<file path="src/rtl/screen_sequencer_if.sv">
// Pixel-side bundle between the sync generator/compositors, the screen
// sequencer and the DAC. The sequencer uses the master view; the
// surrounding video pipeline uses the slave view.
interface screen_sequencer_if;
    logic        video_on;
    logic [10:0] pixel_x;
    logic [10:0] pixel_y;
    logic        start_sw;
    logic        game_over;
    logic [4:0]  title_rgb;
    logic [4:0]  game_rgb;
    logic [1:0]  frame_tick;
    logic        game_active;
    logic        game_reset;
    logic [4:0]  vga_rgb;

    modport master (
        input  video_on, pixel_x, pixel_y, start_sw, game_over, title_rgb, game_rgb,
        output frame_tick, game_active, game_reset, vga_rgb
    );

    modport slave (
        output video_on, pixel_x, pixel_y, start_sw, game_over, title_rgb, game_rgb,
        input  frame_tick, game_active, game_reset, vga_rgb
    );
endinterface

</file>
<file path="src/rtl/screen_sequencer.sv">
// Screen sequencer: frame-rate animation phase, debounced start from the
// title screen, play / game-over sequencing and the registered colour mux
// that feeds the DAC.
module screen_sequencer #(
    parameter int FRAMES_PER_TICK = 8,    // 1..255
    parameter int DEBOUNCE_FRAMES = 4,    // 1..15
    parameter int OVER_FRAMES     = 180   // 1..1023
) (
    input  logic                clk,
    input  logic                reset,
    screen_sequencer_if.master  bus
);

    typedef enum logic [1:0] {
        TITLE = 2'd0,
        START = 2'd1,
        PLAY  = 2'd2,
        OVER  = 2'd3
    } state_t;

    // Terminal counts sized to the counters; counters stop one short of
    // these and jump back to zero, so they never exceed their range.
    localparam logic [7:0] FPT_L  = 8'(FRAMES_PER_TICK);
    localparam logic [3:0] DEB_L  = 4'(DEBOUNCE_FRAMES);
    localparam logic [9:0] OVER_L = 10'(OVER_FRAMES);

    state_t     state_q, state_d;
    logic       fb_q, fb_d;
    logic [7:0] frame_cnt_q, frame_cnt_d;
    logic [1:0] frame_tick_q, frame_tick_d;
    logic       arm_q, arm_d;
    logic [3:0] deb_q, deb_d;
    logic [9:0] over_q, over_d;
    logic [4:0] vga_q, vga_d;

    logic       frame_boundary;
    logic       frame_pulse;
    logic [4:0] rgb_sel;

    // Frame boundary edge detect and animation phase counter (runs in every state).
    always_comb begin
        // NOTE: every always_comb target gets a default first so no path can infer a latch.
        frame_cnt_d    = frame_cnt_q;
        frame_tick_d   = frame_tick_q;
        frame_boundary = (bus.pixel_x == 11'd0) && (bus.pixel_y == 11'd480);
        frame_pulse    = frame_boundary && !fb_q;
        fb_d           = frame_boundary;
        if (frame_pulse) begin
            if (frame_cnt_q + 8'd1 == FPT_L) begin
                frame_cnt_d  = 8'd0;
                frame_tick_d = frame_tick_q + 2'd1;
            end else begin
                frame_cnt_d  = frame_cnt_q + 8'd1;
            end
        end
    end

    // Next-state logic: arming/debounce in TITLE, one-clk START, game-over hold.
    always_comb begin
        state_d = state_q;
        arm_d   = arm_q;
        deb_d   = deb_q;
        over_d  = over_q;
        case (state_q)
            TITLE: begin
                if (frame_pulse) begin
                    if (!bus.start_sw) begin
                        arm_d = 1'b1;
                        deb_d = 4'd0;
                    end else if (arm_q) begin
                        if (deb_q + 4'd1 == DEB_L) begin
                            state_d = START;
                            arm_d   = 1'b0;
                            deb_d   = 4'd0;
                        end else begin
                            deb_d   = deb_q + 4'd1;
                        end
                    end
                end
            end
            START: state_d = PLAY;
            PLAY: begin
                if (bus.game_over) begin
                    state_d = OVER;
                    over_d  = 10'd0;
                end
            end
            OVER: begin
                if (frame_pulse) begin
                    if (over_q + 10'd1 == OVER_L) begin
                        state_d = TITLE;
                        over_d  = 10'd0;
                    end else begin
                        over_d  = over_q + 10'd1;
                    end
                end
            end
            default: state_d = TITLE;
        endcase
    end

    // Colour source select and blanking ahead of the output register.
    always_comb begin
        rgb_sel = (state_q == TITLE) ? bus.title_rgb : bus.game_rgb;
        vga_d   = bus.video_on ? rgb_sel : 5'b00000;
    end

    // State registers with synchronous reset; the edge detector resets high so a
    // frame boundary present at reset release does not count as a new frame.
    always_ff @(posedge clk) begin
        // NOTE: sequential state uses non-blocking assignments only, so every flop
        // samples pre-edge values regardless of statement order.
        if (reset) begin
            state_q      <= TITLE;
            fb_q         <= 1'b1;
            frame_cnt_q  <= 8'd0;
            frame_tick_q <= 2'd0;
            arm_q        <= 1'b0;
            deb_q        <= 4'd0;
            over_q       <= 10'd0;
            vga_q        <= 5'b00000;
        end else begin
            state_q      <= state_d;
            fb_q         <= fb_d;
            frame_cnt_q  <= frame_cnt_d;
            frame_tick_q <= frame_tick_d;
            arm_q        <= arm_d;
            deb_q        <= deb_d;
            over_q       <= over_d;
            vga_q        <= vga_d;
        end
    end

    assign bus.frame_tick  = frame_tick_q;
    assign bus.game_active = (state_q == PLAY);
    assign bus.game_reset  = (state_q == START);
    assign bus.vga_rgb     = vga_q;

endmodule

</file>
<file path="src/flat_wrapper.sv">
// flat-port wrapper written by rule: the top's interface ports become plain ports
module screen_sequencer_flat 
#(
    parameter int FRAMES_PER_TICK = 8,             
    parameter int DEBOUNCE_FRAMES = 4,            
    parameter int OVER_FRAMES     = 180             
)
  (clk, reset, bus_video_on, bus_pixel_x, bus_pixel_y, bus_start_sw, bus_game_over, bus_title_rgb, bus_game_rgb, bus_frame_tick, bus_game_active, bus_game_reset, bus_vga_rgb);
  screen_sequencer_if bus_i ();
  input  logic clk;
  input  logic reset;
  input wire logic [$bits(bus_i.video_on)-1:0] bus_video_on;
  input wire logic [$bits(bus_i.pixel_x)-1:0] bus_pixel_x;
  input wire logic [$bits(bus_i.pixel_y)-1:0] bus_pixel_y;
  input wire logic [$bits(bus_i.start_sw)-1:0] bus_start_sw;
  input wire logic [$bits(bus_i.game_over)-1:0] bus_game_over;
  input wire logic [$bits(bus_i.title_rgb)-1:0] bus_title_rgb;
  input wire logic [$bits(bus_i.game_rgb)-1:0] bus_game_rgb;
  output wire logic [$bits(bus_i.frame_tick)-1:0] bus_frame_tick;
  output wire logic [$bits(bus_i.game_active)-1:0] bus_game_active;
  output wire logic [$bits(bus_i.game_reset)-1:0] bus_game_reset;
  output wire logic [$bits(bus_i.vga_rgb)-1:0] bus_vga_rgb;
  assign bus_i.video_on = bus_video_on;
  assign bus_i.pixel_x = bus_pixel_x;
  assign bus_i.pixel_y = bus_pixel_y;
  assign bus_i.start_sw = bus_start_sw;
  assign bus_i.game_over = bus_game_over;
  assign bus_i.title_rgb = bus_title_rgb;
  assign bus_i.game_rgb = bus_game_rgb;
  assign bus_frame_tick = bus_i.frame_tick;
  assign bus_game_active = bus_i.game_active;
  assign bus_game_reset = bus_i.game_reset;
  assign bus_vga_rgb = bus_i.vga_rgb;
  screen_sequencer #(.FRAMES_PER_TICK(FRAMES_PER_TICK), .DEBOUNCE_FRAMES(DEBOUNCE_FRAMES), .OVER_FRAMES(OVER_FRAMES)) u_core (.clk(clk), .reset(reset), .bus(bus_i));
endmodule
</file>
<file path="config.mk">
export PLATFORM = sky130hd
export DESIGN_NAME = screen_sequencer_flat
export DESIGN_NICKNAME = d
export VERILOG_FILES = /design/src/rtl/screen_sequencer_if.sv /design/src/rtl/screen_sequencer.sv /design/src/flat_wrapper.sv
export SDC_FILE = /design/constraint.sdc
export NUM_CORES = 1
export LEC_CHECK = 0
export ABC_AREA = 1
export BUFFER_PORTS_ARGS = -buffer_cell sky130_fd_sc_hd__buf_4
export CAP_MARGIN = 20
export CORE_UTILIZATION = 37
export DETAILED_ROUTE_END_ITERATION = 8
export GPL_TIMING_DRIVEN = 0
export PLACE_DENSITY = 0.62
export SYNTH_ARGS = -nofsm -noshare
export SYNTH_HDL_FRONTEND = slang
export SYNTH_SLANG_ARGS = --single-unit
</file>
<file path="constraint.sdc">
create_clock -name clk -period 2.3 [get_ports clk]
set_input_delay 0.46 -clock clk [delete_from_list [all_inputs] [get_ports clk]]
set_output_delay 0.46 -clock clk [all_outputs]
set_load 0.05 [all_outputs]
</file>
* After elaboration in Yosys (flattened, before gate mapping) *
Index checks and enable logic that the tools add are counted.
Widths: inputs -> output; s select.

storage, ports and cells
  register bits = 33
  latch bits = 0
  RAM bits = 0
  bits in read-only memories = 0
  input port bits = 37
  output and inout bits = 9
  word-level logic and storage cells = 60
  memories kept = 0

operators by class
  $add $sub $neg = 4
  $mul = 0
  divide/modulo/power cells = 0
  $lt $le $gt $ge = 0
  eq/ne operators = 15
  shift operators = 0
  muxes and demuxes = 20
  bitwise logic cells = 1
  reductions and logical operators = 12

operators with widths
  kind                   count
  $mux 10                3
  $pmux 10 s2            1
  $mux 2                 7
  $mux 4                 3
  $ne 2x1->1 const B     6
  $eq 11x9->1 const B    1
  $logic_not 11->1       1
  $add 10x1->10 const B  1
  $eq 10x8->1 const B    1
  $add 8x1->8 const B    1
  $eq 8x4->1 const B     1
  $mux 8                 1
  $pmux 2 s4             1
  $reduce_and 7->1       1
  $reduce_and 3->1       2
  $mux 5                 1
  $add 4x1->4 const B    1
  $eq 2x2->1 const B     2
  $eq 4x3->1 const B     1
  $ne 2x2->1 const B     2
  $reduce_and 2->1       2
  $mux 1                 3
  $add 2x1->2 const B    1
  $eq 2x1->1 const B     1
  other kinds (6)        7

* Logic depth before layout (Yosys ltp) *
  word-level depth = 7
  depth in mapped cells = 13
  mapped depth without buffers = 13

* Least setup slack after synthesis *
Ideal clock, no wire load.

  kind = reg-to-reg
  start = reg u_core.state_q[0]
  end = reg u_core.over_q[7]
  library setup time = 0.116 ns
  data arrival time = 1.593 ns
  data required time = 2.184 ns
  path slack = 0.591 ns
  cell stages (with the launch flop) = 10
  buffers on the path = 1
  clock period less this slack = 1.709 ns
  cells stage by stage = dfxtp_1 > inv_1 > ha_1 > nor2_1 > nor2_1 > nand2_2 > buf_6 > nor2_2 > xnor2_1 > nor2_1

on the way
  cells in the longest elaborated chain, start to end = 3
  elaborated cells on any way between the ends = 7
  classes of those cells = eq/ne: 4; mux: 1; reduce/logical: 2

ends and longest elaborated chain
  element                                                           RTL line                 source
  from (decl)                                                       screen_sequencer.sv:27   state_t state_q, state_d;
  from (signal assigned)                                            screen_sequencer.sv:123  state_q <= state_d;
  $eq 2x2->1 *                                                      n/a
  net bus_game_active                                               flat_wrapper.sv:20       output wire logic [$bits(bus_i.game_active)-1:0] bus_game_active;
  $ne 2x2->1 (no source line) or $reduce_bool 2->1 (tied branches)  n/a
  $reduce_and 3->1 (no source line)                                 n/a
  to (signal assigned)                                              screen_sequencer.sv:129  over_q <= over_d;
  to (decl)                                                         screen_sequencer.sv:33   logic [9:0] over_q, over_d;

The timed path passes the listed nets; every way through them passes the cells marked *.
A chain may end at the register's enable or synchronous reset.

* Worst setup path in the final report *
  start = reg u_core.frame_cnt_q[0]
  end = reg u_core.frame_tick_q[0] (netlist: u_core.bus.frame_tick[0])

on the way
  cells in the longest elaborated chain, start to end = 3

ends and longest elaborated chain
  element                            RTL line                 source
  from (decl)                        screen_sequencer.sv:29   logic [7:0] frame_cnt_q, frame_cnt_d;
  from (signal assigned)             screen_sequencer.sv:125  frame_cnt_q <= frame_cnt_d;
  $add 8x1->8                        screen_sequencer.sv:49   if (frame_cnt_q + 8'd1 == FPT_L) begin
  $eq 8x4->1                         screen_sequencer.sv:49
  $reduce_and 2->1 (no source line)  n/a
  to (signal assigned)               screen_sequencer.sv:126  frame_tick_q <= frame_tick_d;
  to (decl)                          screen_sequencer.sv:30   logic [1:0] frame_tick_q, frame_tick_d;

Every way passes these cells.

==> metrics.log <==
INFO  metric die_width = 75.9 um
INFO  metric detailedPlacementHpwl = 3550 um
INFO  metric ff_latch_area = 661 um2
INFO  metric combinational_cell_fraction_of_total_power = 36.3%
INFO  metric clk_root_buffer_cell = clkbuf_8
INFO  metric power_frac_clock = 25.1%
INFO  metric gr-usage-all-layers = 17.5%
INFO  metric cts_hold_buf = 0
INFO  metric violation_count_after_the_first_detailed_route_iteration = 71
INFO  metric grt_pass1_vias = 1,946
INFO  metric routed_wire_length = 4500 um
INFO  metric cts.reportedPaths.clkPinSlew = 0.07 ns
INFO  metric clock_tree.htree_level_count = 2
INFO  metric worstReg2RegStart = u_core.frame_cnt_q[0]
INFO  metric timing.critical_path.required = 2.45 ns
INFO  metric final_report_max_slew_violation_count = 0
INFO  metric synth.top_cell.area_share = 32.7%
INFO  metric post_cts_sizing = 0
INFO  metric maximum_ir_drop_on_the_vdd_rail = 0.000547 V
INFO  metric period_minus_slack = 1.83 ns
INFO  metric fmax = 545 MHz
INFO  metric holdWs = 0.426 ns
INFO  metric grt_setup_unrepaired = false
INFO  metric worst_slew_pin_slew = 0.460 ns
INFO  metric tritoncts_clock_tree = built
INFO  metric seq_total_area_yosys = 32.7%
INFO  metric sw_pwr = 0.642 mW
INFO  metric netlist_top_cells_area = dfxtp_1 (33%), nand2_1 (14%), nor2_1 (7.4%)
INFO  metric timing.clock.skew = 0.00779 ns
INFO  metric placeableCoreArea = 0.00517 mm2
INFO  metric timing.final.setup_violations = 0
INFO  metric power_report.internal_total = 1.05 mW
INFO  metric numPortBuffers = 44
INFO  metric power.share.sequential = 38.6%
INFO  metric grt_overflow_total = 0
INFO  metric cts.sinks = 33
INFO  metric routed-via-count = 2,009
INFO  metric hold_viol = 0
INFO  metric row_count = 26
INFO  metric grt_first_pass_wirelength = 8340 um
INFO  metric die_h = 75.9 um
INFO  metric worst_slew_margin_rel = 69.3%
INFO  metric multi_input_comb_area = 0.00119 mm2
INFO  metric dieArea = 0.00577 mm2
INFO  metric yosys_register_bits = 33
INFO  metric post_route_setup_tns = 0 ns
INFO  metric fin_crit_sh = 79.8%
INFO  metric outcome = finished clean
INFO  metric globalplace.congestion = 0.801
INFO  metric syn-cell-area = 0.00202 mm2
INFO  metric synthArstFlopShare = 0%
INFO  metric yosys.area.top_type = dfxtp_1
INFO  metric layout.nets = 402
INFO  metric switching_share = 38.0%
INFO  metric synth.net_count = 351
INFO  metric floorplan.initialDensity = 39.1%
INFO  metric critPathArrivalTime = 1.98 ns
INFO  metric postSynthAreaPerCell = 6.61 um2
INFO  metric critical_path.startpoint_type = flip-flop
INFO  metric drt_drc = 0
INFO  metric synth_edf_count = 0
INFO  metric synth_common_cells = nand2_1 (78), nor2_1 (40), inv_1 (36), dfxtp_1 (33), a21oi_1 (25)
INFO  metric synth.most_common_cell = nand2_1
INFO  metric critPathCaptureType = flip-flop
INFO  metric cts-buffers-inserted = 5
INFO  metric share_of_cells_above_drive_strength_1 = 19.0%
INFO  metric cts_setup_buffers = 0
INFO  metric syn-instance-count = 306
INFO  metric yosysUniqueCellTypes = 32
INFO  metric worstSetupStartpoint = u_core.frame_cnt_q[0]
INFO  metric hold_path_class = input port to flip-flop
INFO  metric worst-setup-path-type = flip-flop to flip-flop
INFO  metric yosysWarningCount = 0
INFO  metric filler_cell_count = 522
INFO  metric wire_per_inst = 10.5 um
INFO  metric timing.hold.worst.start = bus_game_rgb[4]
INFO  metric critical_path_peak_fanout = 4
INFO  metric via_per_inst = 4.69
INFO  metric ctsLongestPathBuffers = 2
INFO  metric grt_antenna_before_repair = 0
INFO  metric synth_to_layout_area_growth = 24.6%
INFO  metric drtPass1Iterations = 5
INFO  metric clock_latency = 0.29 ns
INFO  metric synth_top_flop_cell = dfxtp_1
INFO  metric final_antenna_net_count = 0
INFO  metric powerDensity = 670 mW/mm2
INFO  metric grt_start_max_net_pins = 11
INFO  metric leakagePower = 1.08 nW
INFO  metric drv_cap = 0
INFO  metric ioPinCount = 46
INFO  metric diodes = 0
cell usage in the layout, fill, tap and decap left out, drive strengths merged:
master,count
nor4,2
a211oi,4
nor3b,1
dfxtp,33
clkbuf,11
o21ai,2
clkinv,2
buf,46
nand4,12
nand3,20
nand3b,1
o21bai,1
o211ai,1
a21oi,25
xnor2,2
inv,37
or2,2
nand2,82
ha,8
nor2,48
o31ai,1
o22ai,1
xor2,8
nor3,8
flip-flops by register name (all words and copies together) (netlist names):
| signal | cells |
|---|---|
| u_core.deb_q | 4 |
| u_core.frame_cnt_q | 8 |
| u_core.bus.vga_rgb | 5 |
| u_core.arm_q | 1 |
| u_core.state_q | 2 |
| u_core.bus.frame_tick | 2 |
| u_core.over_q | 10 |
| u_core.fb_q | 1 |
path summary, 6_finish.rpt:
check	to	slack, ns	cells after the start
worst min-delay path	u_core.bus.vga_rgb[4]	0.43	3
worst max-delay path	u_core.bus.frame_tick[0]	0.47	9
worst min register to register	u_core.over_q[9]	0.48	2
worst max register to register	u_core.bus.frame_tick[0]	0.47	9
layout make-up:
cell class,instances,area share (%)
Buffer,5,1.09
Timing Repair Buffer,44,13.1
Clock buffer,8,3.18
Sequential cell,33,26.2
Inverter,39,5.81
Multi-Input combinational cell,229,47.1
Tap cell,70,3.47
worst max-delay path, stage by stage (launching register included):
cell	delay (ns)
dfxtp_1	0.37
ha_1	0.22
nand3_1	0.14
nor2_1	0.14
xor2_1	0.24
nand2_1	0.10
nor3_2	0.24
nand2_1	0.11
nand2_1	0.07
a21oi_1	0.05
layer usage:
layer / GRT usage, % / share of wire [%] / vias to the layer above
li1: - / - / 1088
met1: 22.2 / 50 / 876
met2: 29.6 / 46 / 38
met3: 3.37 / 3.2 / 7
met4: 5.77 / 1.3 / 0
met5: 0 / 0 / -
through the flow:
| step | instances | power [mW] | area [um2] | worst slack, ns | utilization (%) |
|---|---|---|---|---|---|
| 2_1_floorplan | 306 | 1.11 | 2020 | 0.591 | - |
| 3_3_place_gp | 420 | 1.28 | 2440 | 0.357 | 47.2 |
| 3_5_place_dp | 420 | 1.28 | 2440 | 0.357 | 47.2 |
| 4_1_cts | 428 | 1.70 | 2520 | 0.479 | 48.7 |
| 5_1_grt | 428 | 1.82 | 2520 | 0.304 | 48.7 |
| 6_report | 428 | 1.69 | 2520 | 0.465 | 48.7 |
cell families after synthesis:
| logic type | count (synthesis) | synth area share, % |
|---|---|---|
| fa+ha+maj | 8 | 4.95 |
| flops | 33 | 32.7 |
| xor+xnor | 10 | 4.33 |
| buf+inv | 44 | 8.60 |
| simple gates | 176 | 39.9 |
| compound gates | 35 | 9.59 |
power by group through the flow:
stage / clock network [mW] / registers, mW / logic [mW]
2_1_floorplan: 0 / 0.714 / 0.394
3_3_place_gp: 0 / 0.664 / 0.615
6_report: 0.423 / 0.652 / 0.613
5_1_grt: 0.452 / 0.662 / 0.703
4_1_cts: 0.429 / 0.653 / 0.622
3_5_place_dp: 0 / 0.665 / 0.620
Power figures use the tool's default switching activity.
